$ cat src/rtl/seg7_pkg.sv
// Shared segment encodings, FSM state type and pattern-to-digit lookup for the scan capture.
// SEG7_HEX_DECODE_EN additionally accepts the A..F glyphs as values 10..15.
package seg7_pkg;

  // Segment order on the bus: bit6=a, bit5=b ... bit0=g.
  localparam logic [6:0] SEG_0     = 7'b1111110;
  localparam logic [6:0] SEG_1     = 7'b0110000;
  localparam logic [6:0] SEG_2     = 7'b1101101;
  localparam logic [6:0] SEG_3     = 7'b1111001;
  localparam logic [6:0] SEG_4     = 7'b0110011;
  localparam logic [6:0] SEG_5     = 7'b1011011;
  localparam logic [6:0] SEG_6     = 7'b1011111;
  localparam logic [6:0] SEG_7     = 7'b1110000;
  localparam logic [6:0] SEG_8     = 7'b1111111;
  localparam logic [6:0] SEG_9     = 7'b1111011;
  localparam logic [6:0] SEG_A     = 7'b1110111;
  localparam logic [6:0] SEG_B     = 7'b0011111;
  localparam logic [6:0] SEG_C     = 7'b1001110;
  localparam logic [6:0] SEG_D     = 7'b0111101;
  localparam logic [6:0] SEG_E     = 7'b1001111;
  localparam logic [6:0] SEG_F     = 7'b1000111;
  localparam logic [6:0] SEG_BLANK = 7'b0000000;

  typedef enum logic [1:0] {
    StIdle,
    StTrack,
    StLocked
  } state_e;

  typedef struct packed {
    logic       legal;
    logic [3:0] value;
  } seg_dec_t;

  function automatic seg_dec_t seg_to_digit(input logic [6:0] seg);
    seg_dec_t r;
    r.legal = 1'b1;
    r.value = 4'd0;
    case (seg)
      SEG_0:   r.value = 4'd0;
      SEG_1:   r.value = 4'd1;
      SEG_2:   r.value = 4'd2;
      SEG_3:   r.value = 4'd3;
      SEG_4:   r.value = 4'd4;
      SEG_5:   r.value = 4'd5;
      SEG_6:   r.value = 4'd6;
      SEG_7:   r.value = 4'd7;
      SEG_8:   r.value = 4'd8;
      SEG_9:   r.value = 4'd9;
`ifdef SEG7_HEX_DECODE_EN
      SEG_A:   r.value = 4'd10;
      SEG_B:   r.value = 4'd11;
      SEG_C:   r.value = 4'd12;
      SEG_D:   r.value = 4'd13;
      SEG_E:   r.value = 4'd14;
      SEG_F:   r.value = 4'd15;
`endif
      default: r.legal = 1'b0;
    endcase
    return r;
  endfunction

endpackage

$ cat src/rtl/seg7_pattern_decoder.sv
// Combinational segment-pattern decoder; legal_o is low for blank and unknown glyphs.
// Hex glyph acceptance follows SEG7_HEX_DECODE_EN through seg7_pkg::seg_to_digit.
module seg7_pattern_decoder (
  input  logic [6:0] seg_i,
  output logic       legal_o,
  output logic [3:0] value_o
);
  import seg7_pkg::*;

  seg_dec_t dec;

  always_comb begin
    dec     = seg_to_digit(seg_i);
    legal_o = dec.legal;
    value_o = dec.value;
  end

endmodule

$ cat src/rtl/seg7_scan_capture.sv
// Reader for a scanned 7-segment bus: filters each strobe/segment sample for stability and
// commits the decoded digit per position. SEG7_HEX_DECODE_EN enables A..F decoding.
module seg7_scan_capture #(
  parameter int unsigned NUM_DIGITS = 4,
  parameter int unsigned STABLE_CNT = 3
) (
  input  logic                    clk,
  input  logic                    rst_n,
  input  logic [NUM_DIGITS-1:0]   an,
  input  logic [6:0]              seg,
  output logic [4*NUM_DIGITS-1:0] digits,
  output logic [NUM_DIGITS-1:0]   digit_valid,
  output logic [NUM_DIGITS-1:0]   pattern_err,
  output logic                    frame_done
);
  import seg7_pkg::*;

  localparam int unsigned IdxW = (NUM_DIGITS > 1) ? $clog2(NUM_DIGITS) : 1;

  logic [NUM_DIGITS-1:0]   s_an_q, p_an_q;
  logic [6:0]              s_seg_q, p_seg_q;
  state_e                  state_q, state_d;
  logic [3:0]              cnt_q, cnt_d;
  logic [4*NUM_DIGITS-1:0] digits_q, digits_d;
  logic [NUM_DIGITS-1:0]   valid_q, valid_d;
  logic [NUM_DIGITS-1:0]   err_q, err_d;
  logic [NUM_DIGITS-1:0]   seen_q, seen_d;
  logic                    frame_q, frame_d;

  logic                    strobe_ok;
  logic                    same;
  logic                    commit;
  logic [IdxW-1:0]         pos;
  logic                    dec_legal;
  logic [3:0]              dec_value;

  seg7_pattern_decoder u_dec (
    .seg_i   (s_seg_q),
    .legal_o (dec_legal),
    .value_o (dec_value)
  );

  // Zero or multi-hot strobes are treated as no strobe at all.
  always_comb begin
    strobe_ok = (s_an_q != '0) && ((s_an_q & (s_an_q - NUM_DIGITS'(1))) == '0);
    same      = (s_an_q == p_an_q) && (s_seg_q == p_seg_q);
    pos       = '0;
    for (int i = 0; i < NUM_DIGITS; i++) begin
      if (s_an_q[i]) pos = IdxW'(i);
    end
  end

  always_comb begin
    state_d = state_q;
    cnt_d   = cnt_q;
    commit  = 1'b0;
    if (!strobe_ok) begin
      state_d = StIdle;
      cnt_d   = '0;
    end else begin
      unique case (state_q)
        StIdle: begin
          state_d = StTrack;
          cnt_d   = 4'd1;
        end
        StTrack: begin
          if (same) begin
            cnt_d = cnt_q + 4'd1;
            if (cnt_q + 4'd1 == 4'(STABLE_CNT)) begin
              commit  = 1'b1;
              state_d = StLocked;
            end
          end else begin
            cnt_d = 4'd1;
          end
        end
        StLocked: begin
          if (!same) begin
            state_d = StTrack;
            cnt_d   = 4'd1;
          end
        end
        default: begin
          state_d = StIdle;
          cnt_d   = '0;
        end
      endcase
    end
  end

  // A commit landing on the frame_done edge starts the next frame's seen mask.
  always_comb begin
    digits_d = digits_q;
    valid_d  = valid_q;
    err_d    = err_q;
    frame_d  = &seen_q;
    seen_d   = (&seen_q) ? '0 : seen_q;
    if (commit) begin
      seen_d[pos] = 1'b1;
      if (dec_legal) begin
        digits_d[4*pos +: 4] = dec_value;
        valid_d[pos]         = 1'b1;
        err_d[pos]           = 1'b0;
      end else begin
        valid_d[pos] = 1'b0;
        err_d[pos]   = 1'b1;
      end
    end
  end

  always_ff @(posedge clk) begin
    if (!rst_n) begin
      s_an_q   <= '0;
      s_seg_q  <= '0;
      p_an_q   <= '0;
      p_seg_q  <= '0;
      state_q  <= StIdle;
      cnt_q    <= '0;
      digits_q <= '0;
      valid_q  <= '0;
      err_q    <= '0;
      seen_q   <= '0;
      frame_q  <= 1'b0;
    end else begin
      s_an_q   <= an;
      s_seg_q  <= seg;
      p_an_q   <= s_an_q;
      p_seg_q  <= s_seg_q;
      state_q  <= state_d;
      cnt_q    <= cnt_d;
      digits_q <= digits_d;
      valid_q  <= valid_d;
      err_q    <= err_d;
      seen_q   <= seen_d;
      frame_q  <= frame_d;
    end
  end

  assign digits      = digits_q;
  assign digit_valid = valid_q;
  assign pattern_err = err_q;
  assign frame_done  = frame_q;

endmodule
$ cat config.mk
export PLATFORM = sky130hd
export DESIGN_NAME = seg7_scan_capture
export DESIGN_NICKNAME = d
export VERILOG_FILES = /design/src/rtl/seg7_pkg.sv /design/src/rtl/seg7_pattern_decoder.sv /design/src/rtl/seg7_scan_capture.sv
export SDC_FILE = /design/constraint.sdc
export NUM_CORES = 1
export LEC_CHECK = 0
export BUFFER_PORTS_ARGS = -buffer_cell sky130_fd_sc_hd__buf_2
export CELL_PAD_IN_SITES_DETAIL_PLACEMENT = 0
export CELL_PAD_IN_SITES_GLOBAL_PLACEMENT = 1
export CORE_MARGIN = 3
export CORE_UTILIZATION = 30
export DETAILED_ROUTE_END_ITERATION = 8
export PLACE_DENSITY = 0.64
export SYNTH_ARGS = -nofsm -noshare
export SYNTH_HDL_FRONTEND = slang
export SYNTH_HIERARCHICAL = 1
export SYNTH_SLANG_ARGS = --single-unit
$ cat constraint.sdc
create_clock -name clk -period 3 [get_ports clk]
set_clock_uncertainty 0.1 [all_clocks]
set_input_delay 0.3 -clock clk [delete_from_list [all_inputs] [get_ports clk]]
set_output_delay 0.3 -clock clk [all_outputs]
set_load 0.005 [all_outputs]
== Word-level counts from Yosys, hierarchy flattened ==
Cells that the tools add are included.

* Logic and storage cells: 77
* Output and inout port bits: 25
* Register bits: 57
* Input port bits: 13

* Magnitude comparators: 2
* Multiplexer cells: 23
* Bitwise operators: 7
* $add $sub $neg: 3
* Reductions and logical operators: 11
* Shift operators: 2
* Eq/ne operators: 18

{| class="wikitable"
|+ Operator list
! operator !! count
|-
| $eq A7 B7 Y1 const B || 8
|-
| $pmux W4 S9 || 1
|-
| $neg A4 Y34 || 1
|-
| $shift A4 B34 Y16 const A || 1
|-
| $shiftx A4 B34 Y16 || 1
|-
| $mux W4 || 6
|-
| $bwmux W16 || 1
|-
| $eq A7 B6 Y1 const B || 2
|-
| $and A4 B4 Y4 || 3
|-
| $or A4 B4 Y4 || 3
|-
| $pmux W4 S3 || 1
|-
| $mux W2 || 5
|-
| $reduce_or A10 Y1 || 1
|-
| $eq A7 B7 Y1 || 1
|-
| $mux W1 || 7
|-
| $ne A2 B2 Y1 const B || 3
|-
| $pmux W2 S3 || 1
|-
| $add A4 B1 Y4 const B || 1
|-
| $eq A4 B2 Y1 const B || 1
|-
| $eq A4 B4 Y1 || 1
|-
| $logic_not A4 Y1 || 1
|-
| $not A4 Y4 || 1
|-
| $reduce_and A2 Y1 || 2
|-
| $reduce_and A4 Y1 || 1
|-
| other kinds (10) || 12
|}

== Depth between registers and ports, before layout ==
* Depth after elaboration: 10
* Mapped depth: 9
* Mapped depth without buffers: 7

== By module ==
Netlist, hierarchy kept.

{| class="wikitable"
|+ By module, submodules not included
! module !! area each (um2) !! instances !! cells each !! seq. area each (um2)
|-
| seg7_scan_capture || 2424.8 || 1 || 251 || 1141.1
|-
| seg7_pattern_decoder || 168.9 || 1 || 24 || 0.0
|}

== Worst setup path before layout ==
OpenSTA, ideal clock, no wires.

* Kind: register to register
* From: register s_seg_q[5]
* To: register digits_q[0] (netlist: digits[0])
* Path slack: 0.820 ns
* Clock period less this slack: 2.180 ns
* Buffers on the path: 2
* Cell stages (with the launch flop): 9
* Library setup time: 0.120 ns
* Data required time: 2.780 ns
* Arrival: 1.960 ns
* Cells stage by stage: dfxtp_1 -> buf_4 -> or4b_1 -> a21oi_1 -> a311o_1 -> nand2_1 -> or4_1 -> clkbuf_2 -> mux2i_1

* Elaborated cells on any way between the ends: 21
* Classes of those cells: eq/ne: 11; shift: 1; mux: 6; reduce/logical: 3

{| class="wikitable"
|+ RTL lines
! what !! RTL line !! text
|-
| from (decl) || seg7_scan_capture.sv:21 || <nowiki>logic [6:0] s_seg_q, p_seg_q;</nowiki>
|-
| from (signal assigned) || seg7_scan_capture.sv:126 || <nowiki>s_seg_q <= seg;</nowiki>
|-
| $eq A7 B7 Y1 / $eq A7 B6 Y1 (equally long branches) || seg7_pkg.sv:39 || <nowiki>case (seg)</nowiki>
|-
| $reduce_or A10 Y1 (no line) (*) || n/a ||
|-
| $mux W1 (*) || seg7_pkg.sv:39 ||
|-
| named net dec_legal || seg7_scan_capture.sv:34 || <nowiki>logic dec_legal;</nowiki>
|-
| $reduce_and A2 Y1 (no line) (*) || n/a ||
|-
| to (signal assigned) || seg7_scan_capture.sv:131 || <nowiki>digits_q <= digits_d;</nowiki>
|-
| to (decl) || seg7_scan_capture.sv:24 || <nowiki>logic [4*NUM_DIGITS-1:0] digits_q, digits_d;</nowiki>
|}

The timed path passes the listed nets; every way through them passes the cells marked *.
A chain may end at the register's enable or synchronous reset.

== Worst setup path in the final report ==
* From: register s_seg_q[5]
* To: register digits_q[5] (netlist: digits[5])

Same word-level chain as after synthesis.

==> tab_implementation.tex <==
\begin{tabular}{lr}
\hline
Metric & Value \\
\hline
\multicolumn{2}{l}{\textbf{Status}} \\
Outcome & finished clean \\
\multicolumn{2}{l}{\textbf{Die}} \\
Core footprint & 0.00830 mm² \\
Total die area & 0.00980 mm² \\
Die Ht & 99.0 µm \\
Die outline width & 99.0 µm \\
Ports placed on the boundary & 38 \\
Effective utilization at floorplan & 31.3\% \\
Number of rows in the core area & 33 \\
\multicolumn{2}{l}{\textbf{Power}} \\
Power density normalized to cell area & 551 mW/mm² \\
Internal Power & 0.00132 W \\
Worst-case vdd ir drop & 0.220 mV \\
Sw Share & 22.1\% \\
Clock share of power & 47.0\% \\
Sequential cell fraction of total power & 47.1\% \\
Cell leakage power & 1.32 nW \\
Final Power & 0.00169 W \\
Net switching power & 0.000374 W \\
Portion of total power attributed to combinational logic & 5.9\% \\
\multicolumn{2}{l}{\textbf{Cells and area}} \\
Number of nets in the layout & 332 \\
Number of cells in the finished layout apart from fillers & 419 \\
Area added between synthesis and finish & 18.4\% \\
Antenna cell count & 0 \\
Final-layout fill cell count & 866 \\
Fraction of layout cells with a size suffix above 1 & 19.4\% \\
Design area & 0.00307 mm² \\
\multicolumn{2}{l}{\textbf{Critical path}} \\
CP Capture Type & register \\
Worst-path maximum fanout & 11 \\
Critical path startpoint category & register \\
CP max stage delay & 0.54 ns \\
Cells along the critical path & or4b\_1, a21oi\_1, a311o\_1, nand2\_1, or4\_1, mux2i\_1 \\
Crit path max-delay cell type & sky130\_fd\_sc\_hd\_\_or4\_1 \\
Crit path buffers/inverters & 0 \\
Critical Path RT & 3.11 ns \\
Category of cells accounting for the largest share of critical-path delay & simple AND/OR/NAND/NOR gates \\
Worst Path Class, Setup & register to register \\
Arrival time worst endpoint & 2.61 ns \\
\multicolumn{2}{l}{\textbf{Synthesis}} \\
Warnings, synthesis & 6 \\
Post-synth top area share & 44.0\% \\
Synth Instances & 275 \\
Top area cells in the synthesized netlist & sky130\_fd\_sc\_hd\_\_dfxtp\_1 (44\%), sky130\_fd\_sc\_hd\_\_mux2i\_1 (9.6\%), sky130\_fd\_sc\_hd\_\_and2\_1 (6.0\%) \\
Synth Flop Type & sky130\_fd\_sc\_hd\_\_dfxtp\_1 \\
Count of flip-flops with a built-in enable after synthesis & 0 \\
Fraction of the yosys area taken by sequential cells & 44.0\% \\
Seq cells post-synth & 57 \\
Synthesized area per cell & 9.43 µm² \\
Synth Cell Area & 0.00259 mm² \\
Synthesized netlist net count & 296 \\
Number of different library cells in the post-synthesis netlist & 40 \\
Cell type with the highest aggregate area in the netlist & sky130\_fd\_sc\_hd\_\_dfxtp\_1 \\
Ys async rst share & 0\% \\
\multicolumn{2}{l}{\textbf{Timing}} \\
Setup TNS & 0 ns \\
Final critical-path share of the clock period & 83.3\% \\
Setup-violating endpoint count in the final report & 0 \\
Worst Tran Pin Value & 0.639 ns \\
Hold violation count in the final report & 0 \\
Worst path setup slack after routing & 0.502 ns \\
Final slew viol count & 0 \\
Setup repair after global routing missed its margin & false \\
Minimum period implied by the final worst setup slack & 2.50 ns \\
Rel. slew slack & 57.3\% \\
Top achievable clock speed & 0.400 GHz \\
\multicolumn{2}{l}{\textbf{Clocking}} \\
Cells resized by post-CTS repair & 0 \\
Clock transition at the registers of the reported paths & 0.06 ns \\
Clock latency reported for the late side of the worst-skew pair & 0.34 ns \\
Quantity of hold-fixing buffers added after cts & 0 \\
Total clock buffers created by CTS & 9 \\
Post-CTS Setup Bufs & 0 \\
TritonCTS clock tree & done \\
CTS Root Buffer Type & sky130\_fd\_sc\_hd\_\_clkbuf\_8 \\
H-tree depth reported by CTS & 3 \\
Max Buffers Root-to-Sink & 2 \\
Number of clock sinks & 57 \\
\multicolumn{2}{l}{\textbf{GRT}} \\
Tot GR Track Use & 12.1\% \\
Maximum number of pins on one net before global-route repair & 37 \\
Congestion Overflow GR & 0 \\
Global-route wire length before repair & 9420 µm \\
Vias in the first global route & 1940 \\
Antenna violations before repair & 0 \\
\multicolumn{2}{l}{\textbf{Detailed routing}} \\
DRC violations left & 0 \\
Wire per inst & 12.8 µm \\
Vias per Instance & 4.65 \\
Number of nets with antenna violations after routing & 0 \\
First drt pass iteration count & 4 \\
Overall routed net length & 5380 µm \\
Detailed-route via count & 1949 \\
DR iter-0 viols & 54 \\
\multicolumn{2}{l}{\textbf{Placed design}} \\
Area after detailed placement & 0.00286 mm² \\
Gp weighted congestion & 0.791 \\
PortBufs & 37 \\
Pre-CTS WS & 0.488 ns \\
Placed cell count & 405 \\
Placed wire-length estimate after detailed placement & 3880 µm \\
\multicolumn{2}{l}{\textbf{Run}} \\
Max-cap check violation count & 0 \\
\multicolumn{2}{l}{\textbf{Hold path}} \\
Worst hold path class & primary input to register \\
\hline
\end{tabular}
-- final timing paths --
| check | start | end | slack [ns] | cells past startpoint |
|---|---|---|---|---|
| setup / recovery | s_seg_q[5] | digits[5] | 0.50 | 6 |
| hold / removal | seg[6] | s_seg_q[6] | 0.07 | 2 |
| setup reg to reg | s_seg_q[5] | digits[5] | 0.50 | 6 |
| hold reg to reg | register | register | 0.36 | 2 |
-- cell usage in the layout, fill, tap and decap left out, types with 2 or more instances in the layout --
cell type	synthesis	layout
sky130_fd_sc_hd__or4b_1	2	2
sky130_fd_sc_hd__nor2_1	12	12
sky130_fd_sc_hd__o21a_1	4	4
sky130_fd_sc_hd__nand2_1	34	34
sky130_fd_sc_hd__nand3_1	21	21
sky130_fd_sc_hd__xor2_1	12	12
sky130_fd_sc_hd__or4_1	4	4
sky130_fd_sc_hd__a211oi_1	3	3
sky130_fd_sc_hd__nor3b_1	2	2
sky130_fd_sc_hd__buf_2	4	37
sky130_fd_sc_hd__o21ai_0	4	4
sky130_fd_sc_hd__nor4b_1	3	3
sky130_fd_sc_hd__nand3b_1	2	2
sky130_fd_sc_hd__nor4_1	2	2
sky130_fd_sc_hd__a21oi_1	7	7
sky130_fd_sc_hd__dfxtp_1	57	57
sky130_fd_sc_hd__buf_4	1	2
sky130_fd_sc_hd__ha_1	8	8
sky130_fd_sc_hd__bufinv_16	0	2
sky130_fd_sc_hd__clkbuf_8	0	11
sky130_fd_sc_hd__inv_1	7	7
sky130_fd_sc_hd__mux2i_1	25	25
sky130_fd_sc_hd__o21bai_1	2	2
sky130_fd_sc_hd__and2_1	25	25
sky130_fd_sc_hd__nand2b_1	4	4
sky130_fd_sc_hd__nor4b_2	4	4
sky130_fd_sc_hd__nand4_1	3	3
sky130_fd_sc_hd__nor3_1	3	3
-- layer usage --
metal | vias up | global-route usage, % | routed length, µm
met1 | 878 | 16.8 | 2680
met5 | - | 0 | 0
met2 | 48 | 17.4 | 2310
met3 | 8 | 4.03 | 321
li1 | 1015 | - | -
met4 | 0 | 4.41 | 69
-- power by group through the flow --
| stage | Sequential (W) | Combinational, W | Clock, W |
|---|---|---|---|
| final | 0.000797 | 0.000100 | 0.000794 |
| after global routing | 0.000801 | 0.000117 | 0.000847 |
| after CTS | 0.000797 | 0.000102 | 0.000814 |
| after detailed placement | 0.000814 | 0.000101 | 0 |
| after global placement | 0.000814 | 0.000102 | 0 |
| after floorplan | 0.000806 | 0.0000772 | 0 |
-- through the flow --
stage | utilization, % | hold slack, ns
5_1_grt | 37.0 | 0.0588
6_report | 37.0 | 0.0671
3_3_place_gp | 34.4 | 0.344
2_1_floorplan | - | 0.327
3_5_place_dp | 34.4 | 0.343
4_1_cts | 37.0 | 0.0511
-- synthesized netlist by cell type (2+ instances only) --
| master | count |
|---|---|
| sky130_fd_sc_hd__o21a_1 | 4 |
| sky130_fd_sc_hd__nand2_1 | 34 |
| sky130_fd_sc_hd__dfxtp_1 | 57 |
| sky130_fd_sc_hd__buf_2 | 4 |
| sky130_fd_sc_hd__a211oi_1 | 3 |
| sky130_fd_sc_hd__nand4_1 | 3 |
| sky130_fd_sc_hd__nor3_1 | 3 |
| sky130_fd_sc_hd__nor2_1 | 12 |
| sky130_fd_sc_hd__nor4_1 | 2 |
| sky130_fd_sc_hd__nor4b_1 | 3 |
| sky130_fd_sc_hd__nand2b_1 | 4 |
| sky130_fd_sc_hd__nand3_1 | 21 |
| sky130_fd_sc_hd__nor3b_1 | 2 |
| sky130_fd_sc_hd__inv_1 | 7 |
| sky130_fd_sc_hd__clkbuf_1 | 7 |
| sky130_fd_sc_hd__a21oi_1 | 7 |
| sky130_fd_sc_hd__nand3b_1 | 2 |
| sky130_fd_sc_hd__o21ai_0 | 4 |
| sky130_fd_sc_hd__o21bai_1 | 2 |
| sky130_fd_sc_hd__or4b_1 | 2 |
| sky130_fd_sc_hd__xor2_1 | 12 |
| sky130_fd_sc_hd__ha_1 | 8 |
| sky130_fd_sc_hd__or4_1 | 4 |
| sky130_fd_sc_hd__and2_1 | 25 |
| sky130_fd_sc_hd__mux2i_1 | 25 |
| sky130_fd_sc_hd__nor4b_2 | 4 |
-- final cells by class --
cell class	count	area, µm²	share of cell area, %
clock buffer	11	151	4.93
clock inverter	3	65.1	2.12
sequential	57	1140	37.1
tap	105	131	4.28
multi-input combinational	197	1360	44.2
timing repair buffer	39	200	6.52
inverter	7	26.3	0.855
-- kinds of logic (layout without fill, tap and decap cells) --
logic type	after synthesis	after routing	share of synthesized area, %
XOR/XNOR	13	13	4.39
adder cells (fa/ha/maj)	8	8	3.86
AND/OR/NAND/NOR	125	125	27.6
AO/OA/AOI/OAI	26	26	6.75
flip-flops	57	57	44.0
buffers and inverters	21	60	3.71
multiplexers	25	25	9.65
No activity file was read; power rests on OpenSTA's default activity.
